## src/rtl/keypad_pkg.sv

```systemverilog
// Shared types and sizing helpers for the matrix keypad scanner.
// Imported by the scanner top and by the per-key debounce cell.
package keypad_pkg;

    typedef enum logic [1:0] {
        DRIVE,
        SETTLE,
        SAMPLE
    } scan_state_t;

    function automatic int code_width(input int rows, input int cols);
        int w;
        w = $clog2(rows * cols);
        return (w < 1) ? 1 : w;
    endfunction

    // Never below 3 so the row synchronizer has flushed before sampling.
    function automatic int settle_cycles(input int settle_ns, input int period_ns);
        int n;
        n = settle_ns / period_ns;
        return (n < 3) ? 3 : n;
    endfunction

    function automatic int idx_width(input int n);
        return (n > 1) ? $clog2(n) : 1;
    endfunction

    function automatic int cnt_width(input int stable_scans);
        int w;
        w = $clog2(stable_scans + 1);
        return (w < 1) ? 1 : w;
    endfunction

endpackage

```

## src/rtl/keypad_key_cell.sv

```systemverilog
// One debounced key: stored state plus a run counter of differing scans.
// Emits when the run reaches StableScans; holds completely while stalled.
module keypad_key_cell
    import keypad_pkg::*;
#(
    parameter int StableScans = 3
) (
    input  logic clk_i,
    input  logic rst_i,
    input  logic en_i,
    input  logic stall_i,
    input  logic s_i,
    output logic emit_o
);

    localparam int CntW = cnt_width(StableScans);
    localparam logic [CntW-1:0] CntMax = CntW'(StableScans - 1);

    logic            st_q;
    logic            st_d;
    logic [CntW-1:0] cnt_q;
    logic [CntW-1:0] cnt_d;
    logic            differ;
    logic            at_max;

    assign differ = (s_i != st_q);
    assign at_max = (cnt_q == CntMax);
    assign emit_o = en_i && differ && at_max;

    always_comb begin
        st_d  = st_q;
        cnt_d = cnt_q;
        if (en_i && !stall_i) begin
            if (!differ) begin
                cnt_d = '0;
            end else if (at_max) begin
                st_d  = s_i;
                cnt_d = '0;
            end else begin
                cnt_d = cnt_q + CntW'(1);
            end
        end
    end

    always_ff @(posedge clk_i) begin
        if (rst_i) begin
            st_q  <= 1'b0;
            cnt_q <= '0;
        end else begin
            st_q  <= st_d;
            cnt_q <= cnt_d;
        end
    end

endmodule

```

## src/rtl/keypad_scanner.sv

```systemverilog
// Matrix keypad scanner: strobes columns, waits for settling, samples rows
// and reports debounced press/release events over a valid/ready handshake.
module keypad_scanner
    import keypad_pkg::*;
#(
    parameter int Rows           = 4,
    parameter int Cols           = 4,
    parameter int ClockPeriod_ns = 20,
    parameter int SettleTime_ns  = 10_000,
    parameter int StableScans    = 3,
    localparam int KeyCodeWidth  = code_width(Rows, Cols)
) (
    input  logic                    clk_i,
    input  logic                    rst_i,
    input  logic [Rows-1:0]         row_i,
    output logic [Cols-1:0]         col_o,
    output logic                    key_valid_o,
    output logic [KeyCodeWidth-1:0] key_code_o,
    output logic                    key_pressed_o,
    input  logic                    key_ready_i
);

    localparam int Keys         = Rows * Cols;
    localparam int SettleCycles = settle_cycles(SettleTime_ns, ClockPeriod_ns);
    localparam int SetW         = $clog2(SettleCycles + 1);
    localparam int RowW         = idx_width(Rows);
    localparam int ColW         = idx_width(Cols);

    logic [Rows-1:0]         row_meta_q;
    logic [Rows-1:0]         row_sync_q;
    scan_state_t             state_q;
    scan_state_t             state_d;
    logic [RowW-1:0]         r_q;
    logic [RowW-1:0]         r_d;
    logic [ColW-1:0]         c_q;
    logic [ColW-1:0]         c_d;
    logic [SetW-1:0]         settle_q;
    logic [SetW-1:0]         settle_d;
    logic [Cols-1:0]         col_q;
    logic [Cols-1:0]         col_d;
    logic                    valid_q;
    logic                    valid_d;
    logic [KeyCodeWidth-1:0] code_q;
    logic [KeyCodeWidth-1:0] code_d;
    logic                    pressed_q;
    logic                    pressed_d;

    logic [Keys-1:0]         emit;
    logic                    emit_any;
    logic                    stall;
    logic                    load;
    logic                    s_cur;
    logic [KeyCodeWidth-1:0] cur_code;

    assign emit_any = |emit;
    assign stall    = emit_any && valid_q && !key_ready_i;
    assign load     = emit_any && !stall;
    assign s_cur    = ~row_sync_q[r_q];
    assign cur_code = KeyCodeWidth'(int'(c_q) * Rows + int'(r_q));

    for (genvar ci = 0; ci < Cols; ci++) begin : g_col
        for (genvar ri = 0; ri < Rows; ri++) begin : g_row
            logic en;
            assign en = (state_q == SAMPLE)
                     && (c_q == ColW'(ci))
                     && (r_q == RowW'(ri));

            keypad_key_cell #(
                .StableScans (StableScans)
            ) u_cell (
                .clk_i   (clk_i),
                .rst_i   (rst_i),
                .en_i    (en),
                .stall_i (stall),
                .s_i     (~row_sync_q[ri]),
                .emit_o  (emit[ci*Rows+ri])
            );
        end
    end

    always_comb begin
        state_d   = state_q;
        r_d       = r_q;
        c_d       = c_q;
        settle_d  = settle_q;
        col_d     = col_q;
        valid_d   = valid_q;
        code_d    = code_q;
        pressed_d = pressed_q;

        // A new load wins over clearing, so accepted events chain without gaps.
        if (load) begin
            valid_d   = 1'b1;
            code_d    = cur_code;
            pressed_d = s_cur;
        end else if (valid_q && key_ready_i) begin
            valid_d = 1'b0;
        end

        unique case (state_q)
            DRIVE: begin
                col_d    = ~(Cols'(1) << c_q);
                settle_d = SetW'(SettleCycles - 1);
                state_d  = SETTLE;
            end
            SETTLE: begin
                if (settle_q == '0) begin
                    r_d     = '0;
                    state_d = SAMPLE;
                end else begin
                    settle_d = settle_q - SetW'(1);
                end
            end
            SAMPLE: begin
                if (!stall) begin
                    if (r_q == RowW'(Rows - 1)) begin
                        c_d     = (c_q == ColW'(Cols - 1)) ? '0 : c_q + ColW'(1);
                        state_d = DRIVE;
                    end else begin
                        r_d = r_q + RowW'(1);
                    end
                end
            end
            default: state_d = DRIVE;
        endcase
    end

    always_ff @(posedge clk_i) begin
        if (rst_i) begin
            row_meta_q <= '1;
            row_sync_q <= '1;
            state_q    <= DRIVE;
            r_q        <= '0;
            c_q        <= '0;
            settle_q   <= '0;
            col_q      <= '1;
            valid_q    <= 1'b0;
            code_q     <= '0;
            pressed_q  <= 1'b0;
        end else begin
            row_meta_q <= row_i;
            row_sync_q <= row_meta_q;
            state_q    <= state_d;
            r_q        <= r_d;
            c_q        <= c_d;
            settle_q   <= settle_d;
            col_q      <= col_d;
            valid_q    <= valid_d;
            code_q     <= code_d;
            pressed_q  <= pressed_d;
        end
    end

    assign col_o         = col_q;
    assign key_valid_o   = valid_q;
    assign key_code_o    = code_q;
    assign key_pressed_o = pressed_q;

endmodule

```

## config.mk

```make
export PLATFORM = sky130hd
export DESIGN_NAME = keypad_scanner
export DESIGN_NICKNAME = d
export VERILOG_FILES = /design/src/rtl/keypad_pkg.sv /design/src/rtl/keypad_key_cell.sv /design/src/rtl/keypad_scanner.sv
export SDC_FILE = /design/constraint.sdc
export NUM_CORES = 1
export LEC_CHECK = 0
export CORE_UTILIZATION = 55
export DETAILED_ROUTE_END_ITERATION = 16
export PLACE_DENSITY = 0.84
export SLEW_MARGIN = 25
export SYNTH_ARGS = -nofsm -noshare
export SYNTH_HDL_FRONTEND = slang
export SYNTH_HIERARCHICAL = 1
export SYNTH_SLANG_ARGS = --single-unit
```

## constraint.sdc

```tcl
create_clock -name clk_i -period 3.1 [get_ports clk_i]
set_input_delay 0.465 -clock clk_i [delete_from_list [all_inputs] [get_ports clk_i]]
set_output_delay 0.465 -clock clk_i [all_outputs]
set_load 0.05 [all_outputs]
```

=== Word-level counts from Yosys, hierarchy flattened ===
Cells that the tools add are included.

* Bits in registers: 81
* Input bits: 7
* Output and inout port bits: 10
* Logic and storage cells: 265

* Add/subtract/negate cells: 20
* Order comparisons: 1
* Equal/unequal tests: 45
* Shift operators: 1
* Multiplexer cells: 47
* Bitwise operators: 7
* Reductions and logical operators: 102

{| class="wikitable"
|+ Operators with widths
! cell !! count
|-
| 2-to-1 mux 2 bit || 39
|-
| logical AND 1 bit || 72
|-
| AND reduction 3 bit || 18
|-
| equality test 2 bit (second input constant) || 21
|-
| adder 2 x 1 -> 2 bit (second input constant) || 18
|-
| one-hot mux 9 bit (2 select lines) || 1
|-
| inequality test 1 bit || 16
|-
| OR reduction 16 bit || 1
|-
| logical NOT 9 bit || 1
|-
| 2-to-1 mux 9 bit || 1
|-
| subtractor 9 x 1 -> 9 bit (second input constant) || 1
|-
| inequality test 2 bit (second input constant) || 4
|-
| equality test 2 x 1 -> 1 bit (second input constant) || 3
|-
| logical NOT 2 bit || 3
|-
| NOT 1 bit || 6
|-
| one-hot mux 2 bit (3 select lines) || 1
|-
| nonzero test 2 bit || 3
|-
| adder 4 x 2 -> 4 bit || 1
|-
| NOT 4 bit || 1
|-
| one-hot mux 2 bit (2 select lines) || 1
|-
| AND reduction 4 bit || 1
|-
| left shift 1 x 2 -> 4 bit (first input constant) || 1
|-
| < comparator 2 x 3 -> 1 bit (second input constant) || 1
|-
| 2-to-1 mux 1 bit || 3
|-
| 4 further kinds || 5
|}

=== Longest topological paths before layout ===
* Word-level depth: 11
* Gate-level depth with buffers: 10
* Gate-level depth less buffers: 9

=== Cells and area by module ===
Netlist, hierarchy kept.

{| class="wikitable"
|+ By module, submodules not included
! module !! times used !! cells each !! area an instance (µm²) !! seq. area each (µm²)
|-
| keypad_key_cell || 16 || 15 || 156.4 || 60.1
|-
| keypad_scanner || 1 || 175 || 1631.6 || 660.6
|}

=== Worst setup path before layout ===
Ideal clock, no wire load.

* Path kind: flip-flop to flip-flop
* From: register state_q[1]
* To: register r_q[0]
* Library setup time: 0.121 ns
* Arrival: 3.318 ns
* Required time: 2.979 ns
* Slack: -0.339 ns
* Cell stages (with the launch flop): 10
* Buffers on the path: 2
* Period minus slack after synthesis: 3.439 ns
* Cells stage by stage: dfxtp_1 -> nor2b_1 -> clkbuf_1 -> clkbuf_1 -> and3_1 -> and4b_2 -> or4_4 -> o41a_1 -> nor3b_2 -> mux2_2

* Word-level cells in the longest chain between the ends: 10
* Elaborated cells between the ends (all ways): 63
* Classes of those cells: eq/ne (5); mux (1); reduce/logical (57)

{| class="wikitable"
|+ Ends and longest elaborated chain
! item !! RTL line !! RTL
|-
| start, declared || keypad_scanner.sv:31 || <nowiki>scan_state_t state_q;</nowiki>
|-
| start signal, assigned || keypad_scanner.sv:143 || <nowiki>state_q <= state_d;</nowiki>
|-
| equality test 2 bit || keypad_scanner.sv:64 || <nowiki>assign en = (state_q == SAMPLE)</nowiki>
|-
| logical AND 1 bit || keypad_scanner.sv:65 || <nowiki>&& (c_q == ColW'(ci))</nowiki>
|-
| logical AND 1 bit || keypad_scanner.sv:66 || <nowiki>&& (r_q == RowW'(ri));</nowiki>
|-
| named net g_col[0].g_row[1].en || keypad_scanner.sv:63 || <nowiki>logic en;</nowiki>
|-
| logical AND 1 bit (2 in a row) || keypad_key_cell.sv:28 || <nowiki>assign emit_o = en_i && differ && at_max;</nowiki>
|-
| named net emit[1] || keypad_scanner.sv:48 || <nowiki>logic [Keys-1:0] emit;</nowiki>
|-
| OR reduction 16 bit || keypad_scanner.sv:55 || <nowiki>assign emit_any = |emit;</nowiki>
|-
| logical AND 1 bit (2 in a row) || keypad_scanner.sv:56 || <nowiki>assign stall = emit_any && valid_q && !key_ready_i;</nowiki>
|-
| named net stall || keypad_scanner.sv:50 || <nowiki>logic stall;</nowiki>
|-
| inequality test 2 bit (no line) || -- ||
|-
| AND reduction 4 bit (no line) || -- ||
|-
| end signal, assigned || keypad_scanner.sv:144 || <nowiki>r_q <= r_d;</nowiki>
|-
| end, declared || keypad_scanner.sv:33 || <nowiki>logic [RowW-1:0] r_q;</nowiki>
|}

The timed path passes the listed nets, and every way through them passes these cells.
A chain may end at the register's enable or synchronous reset.

=== Final worst setup path ===
* From: register c_q[0]
* To: register g_col[3].g_row[2].u_cell.cnt_q[0]

* Word-level cells in the longest chain between the ends: 10
* Elaborated cells between the ends (all ways): 61
* Classes of those cells: eq/ne (3); reduce/logical (58)

{| class="wikitable"
|+ Ends and longest elaborated chain
! item !! RTL line !! RTL
|-
| start, declared || keypad_scanner.sv:35 || <nowiki>logic [ColW-1:0] c_q;</nowiki>
|-
| start signal, assigned || keypad_scanner.sv:134 || <nowiki>c_q <= '0;</nowiki>
|-
| start signal, assigned || keypad_scanner.sv:145 || <nowiki>c_q <= c_d;</nowiki>
|-
| logical NOT 2 bit || keypad_scanner.sv:65 ||
|-
| logical AND 1 bit || keypad_scanner.sv:65 ||
|-
| logical AND 1 bit || keypad_scanner.sv:66 ||
|-
| named net g_col[0].g_row[1].en || keypad_scanner.sv:63 ||
|-
| logical AND 1 bit (2 in a row) || keypad_key_cell.sv:28 ||
|-
| named net emit[1] || keypad_scanner.sv:48 ||
|-
| OR reduction 16 bit || keypad_scanner.sv:55 ||
|-
| logical AND 1 bit (2 in a row) || keypad_scanner.sv:56 ||
|-
| named net stall || keypad_scanner.sv:50 ||
|-
| logical NOT 1 bit || keypad_key_cell.sv:33 || <nowiki>if (en_i && !stall_i) begin</nowiki>
|-
| logical AND 1 bit || keypad_key_cell.sv:33 ||
|-
| end signal, assigned || keypad_key_cell.sv:51 || <nowiki>cnt_q <= cnt_d;</nowiki>
|-
| end, declared || keypad_key_cell.sv:21 || <nowiki>logic [CntW-1:0] cnt_q;</nowiki>
|}

The timed path passes the listed nets, and every way through them passes these cells.

==> results.md <==
- Status: complete, but fails checks
- Failing checks: setup timing
- Most used flip-flop cell after synthesis: dfxtp_1
- Post-synth EDFFs: 0
- PwrDens: 417.8 mW/mm^2
- Final Hold Fails: 0
- Period utilization: 1.024
- Most frequent cells in the layout: 77 x dfxtp_1, 60 x nor2_1, 32 x a22oi_1
- H-tree depth: 3
- Slew @ Worst Pin: 936.4 ps
- DRT Wirelength: 9818 um
- Final worst slack: -75.54 ps
- Max-slew violations: 0
- Final #Nets: 476
- Hold_buf cts: 0
- Chip Height: approximately 89 um
- CTS tree: yes
- Via Count: 3488
- Grt ovf: 0
- Initial DRC Count: between 200 and 250
- Area Growth Syn to Fin: 22.06%
- Non-Filler Instances: 564
- First-pass DRT Iterations: 5
- Clk_lat worst skew: 350 ps
- Total GRT Usage: 0.2468
- Syn Nets: 431
- CP endpoint kind: flop
- Port bufs: 16
- Commonest non-fill, non-tap cell in the layout: dfxtp_1
- HPWL Detailed: 6196 um
- Fmax: 0.3149 GHz
- Avg WL per Cell: 17.41 um
- Critical path class: reg2reg
- Syn Area/Cell: between 9 and 10 sq um
- Clock slew at reported path FFs: 80 ps
- Worst path required time: 3340 ps
- Core Box Area: ~0.0073 sq mm
- Global-route wire length before repair: 15080 um
- Synth Instances: just over 400
- Netlist cell types: 46
- CP max stage delay: 570 ps
- Worst path cell trace: inv_4 -> ha_4 -> buf_6 -> and3_4 -> and4b_2 -> or4_4 -> o41a_4 -> buf_4 -> clkbuf_16 -> nand2b_1 -> a22oi_1 -> nor2_1
- Startpoint Class: flop
- Max_cap viols: 0
- Share of cells above drive strength 1: 0.2645
- Crit path max fanout: 23
- Final Util: 0.6957
- CTS Root Cell: clkbuf_8
- Pin count of the biggest net entering global routing: 54
- DRC Markers: 0
- Post-route ant nets: 0
- Critical Path AT: 3420 ps
- Top Ports: 17
- Post-synthesis sequential area ratio: 0.3923
- Skew final: 9.041 ps
- Initial Util: 0.5700
- Setup violators final: 4
- Leakage power: just under 2 nW
- Num rows: 31
- Gpl congestion: 0.8006
- Final Power: around 0.0021 W
- Hold Path Class: reg2reg
- CP top delay family: simple AND/OR/NAND/NOR gates
- Yosys reg bits: just over 80
- Post-layout min period: 3176 ps
- Vias in the first global route: 3234
- Diode count: 0
- Max IR drop VDD: about 0.4 mV
- Number of buffers created by CTS: 9
- Die ar.: 0.007867 sq mm
- Placed Cells: 542
- Slowest CP cell: o41a_4
- YS warnings: 6
- Ys async rst share: 0
- Relative slew slack: 0.3758
- Routed vias/inst: 6.184
- RSZ-0062 raised after global routing: yes
- CTS Sinks: 81
- Antenna violations before repair: 0
- CP bufs+invs: 4
- Area of the mapped netlist: approximately 0.0041 sq mm
- Buffer depth of the longest clock path: 2
- Die width: just under 90 um
final cells by class:
cell class	instances	area (sq um)
Clock buffer	11	151.4
Clock inverter	5	77.57
Fill cell	514	2207
Inverter	13	51.30
Multi-Input combinational cell	311	2569
Sequential cell	81	1632
Tap cell	99	123.9
Timing Repair Buffer	44	441.7
kinds of logic (layout without fill, tap and decap cells):
family          Yosys count  in the layout  share of synthesized area
simple gates            190            190                     0.3350
xor+xnor                 19             19                    0.04025
compound gates           69             69                     0.1226
mux                      24             24                    0.06174
flops                    81             81                     0.3923
buf+inv                  23             73                    0.02089
fa+ha+maj                 9              9                    0.02724
metrics by stage:
step / hold slack, ps / setup TNS (ps) / worst slack, ps / instance area [sq um]
after global placement: 393.3 / 0 / 43.00 / 4573
after floorplan: 389.5 / 0 / 6.240 / 4156
final: 414.6 / -135.1 / -75.54 / 5046
after global routing: 429.3 / -806.0 / -112.8 / 5046
after detailed placement: 394.0 / -406.1 / -56.12 / 4573
after CTS: 413.0 / 0 / 3.972 / 4805
timing repair:
item                                    in CTS  in global routing
endpoints found under the hold margin        0                  0
gates resized for setup                      2                 39
pin swaps                                    0                 11
endpoints found under the setup margin      17                 40
gates cloned                                 0                  3
buffers inserted                             0                  3
metal layers:
| layer | part of all wire | vias to the layer above | global-route usage | wire, um |
|---|---|---|---|---|
| li1 | - | 1672 | - | - |
| met1 | 0.45 | 1689 | 0.3162 | 4382 |
| met2 | 0.49 | 104 | 0.4105 | 4787 |
| met3 | 0.039 | 23 | 0.03731 | 385 |
| met4 | 0.027 | 0 | 0.1129 | 263 |
| met5 | 0 | - | 0 | 0 |
path summary, 6_finish.rpt:
check	startpoint	endpoint	slack [ps]	cells after the start
worst max-delay path	c_q[0]	g_col[3].g_row[2].u_cell/cnt_q[0]	-80	12
worst max register to register	c_q[0]	g_col[3].g_row[2].u_cell/cnt_q[0]	-80	12
worst min-delay path	row_meta_q[1]	row_sync_q[1]	410	1
worst min register to register	row_meta_q[1]	row_sync_q[1]	410	1
Yosys cell counts, types with 13 or more instances:
library cell,instances,share of area
dfxtp_1,81,0.39
nor2_1,60,0.054
a22oi_1,32,0.058
mux2i_1,21,0.051
nand2b_1,19,0.029
and3_1,17,0.026
and4b_2,16,0.044
and4bb_1,16,0.048
and4bb_2,16,0.048
nor4b_1,16,0.034
xor2_1,16,0.034
inv_1,13,0.012
flip-flops by register name (all words and copies together), names as in the netlist, 2 cells and up:
| signal | flops |
|---|---|
| col_o | 4 |
| settle_q | 9 |
| row_meta_q | 4 |
| r_q | 2 |
| key_code_o | 4 |
| g_col.g_row.u_cell/cnt_q | 32 |
| state_q | 2 |
| row_sync_q | 4 |
| c_q | 2 |
| g_col.g_row.u_cell/st_q | 16 |
report_power, final:
part	internal, W	switching (W)
logic	0.0000634	0.0000938
clock network	0.000495	0.000379
registers	0.00106	0.0000172
(Power assumes the default switching activity.)
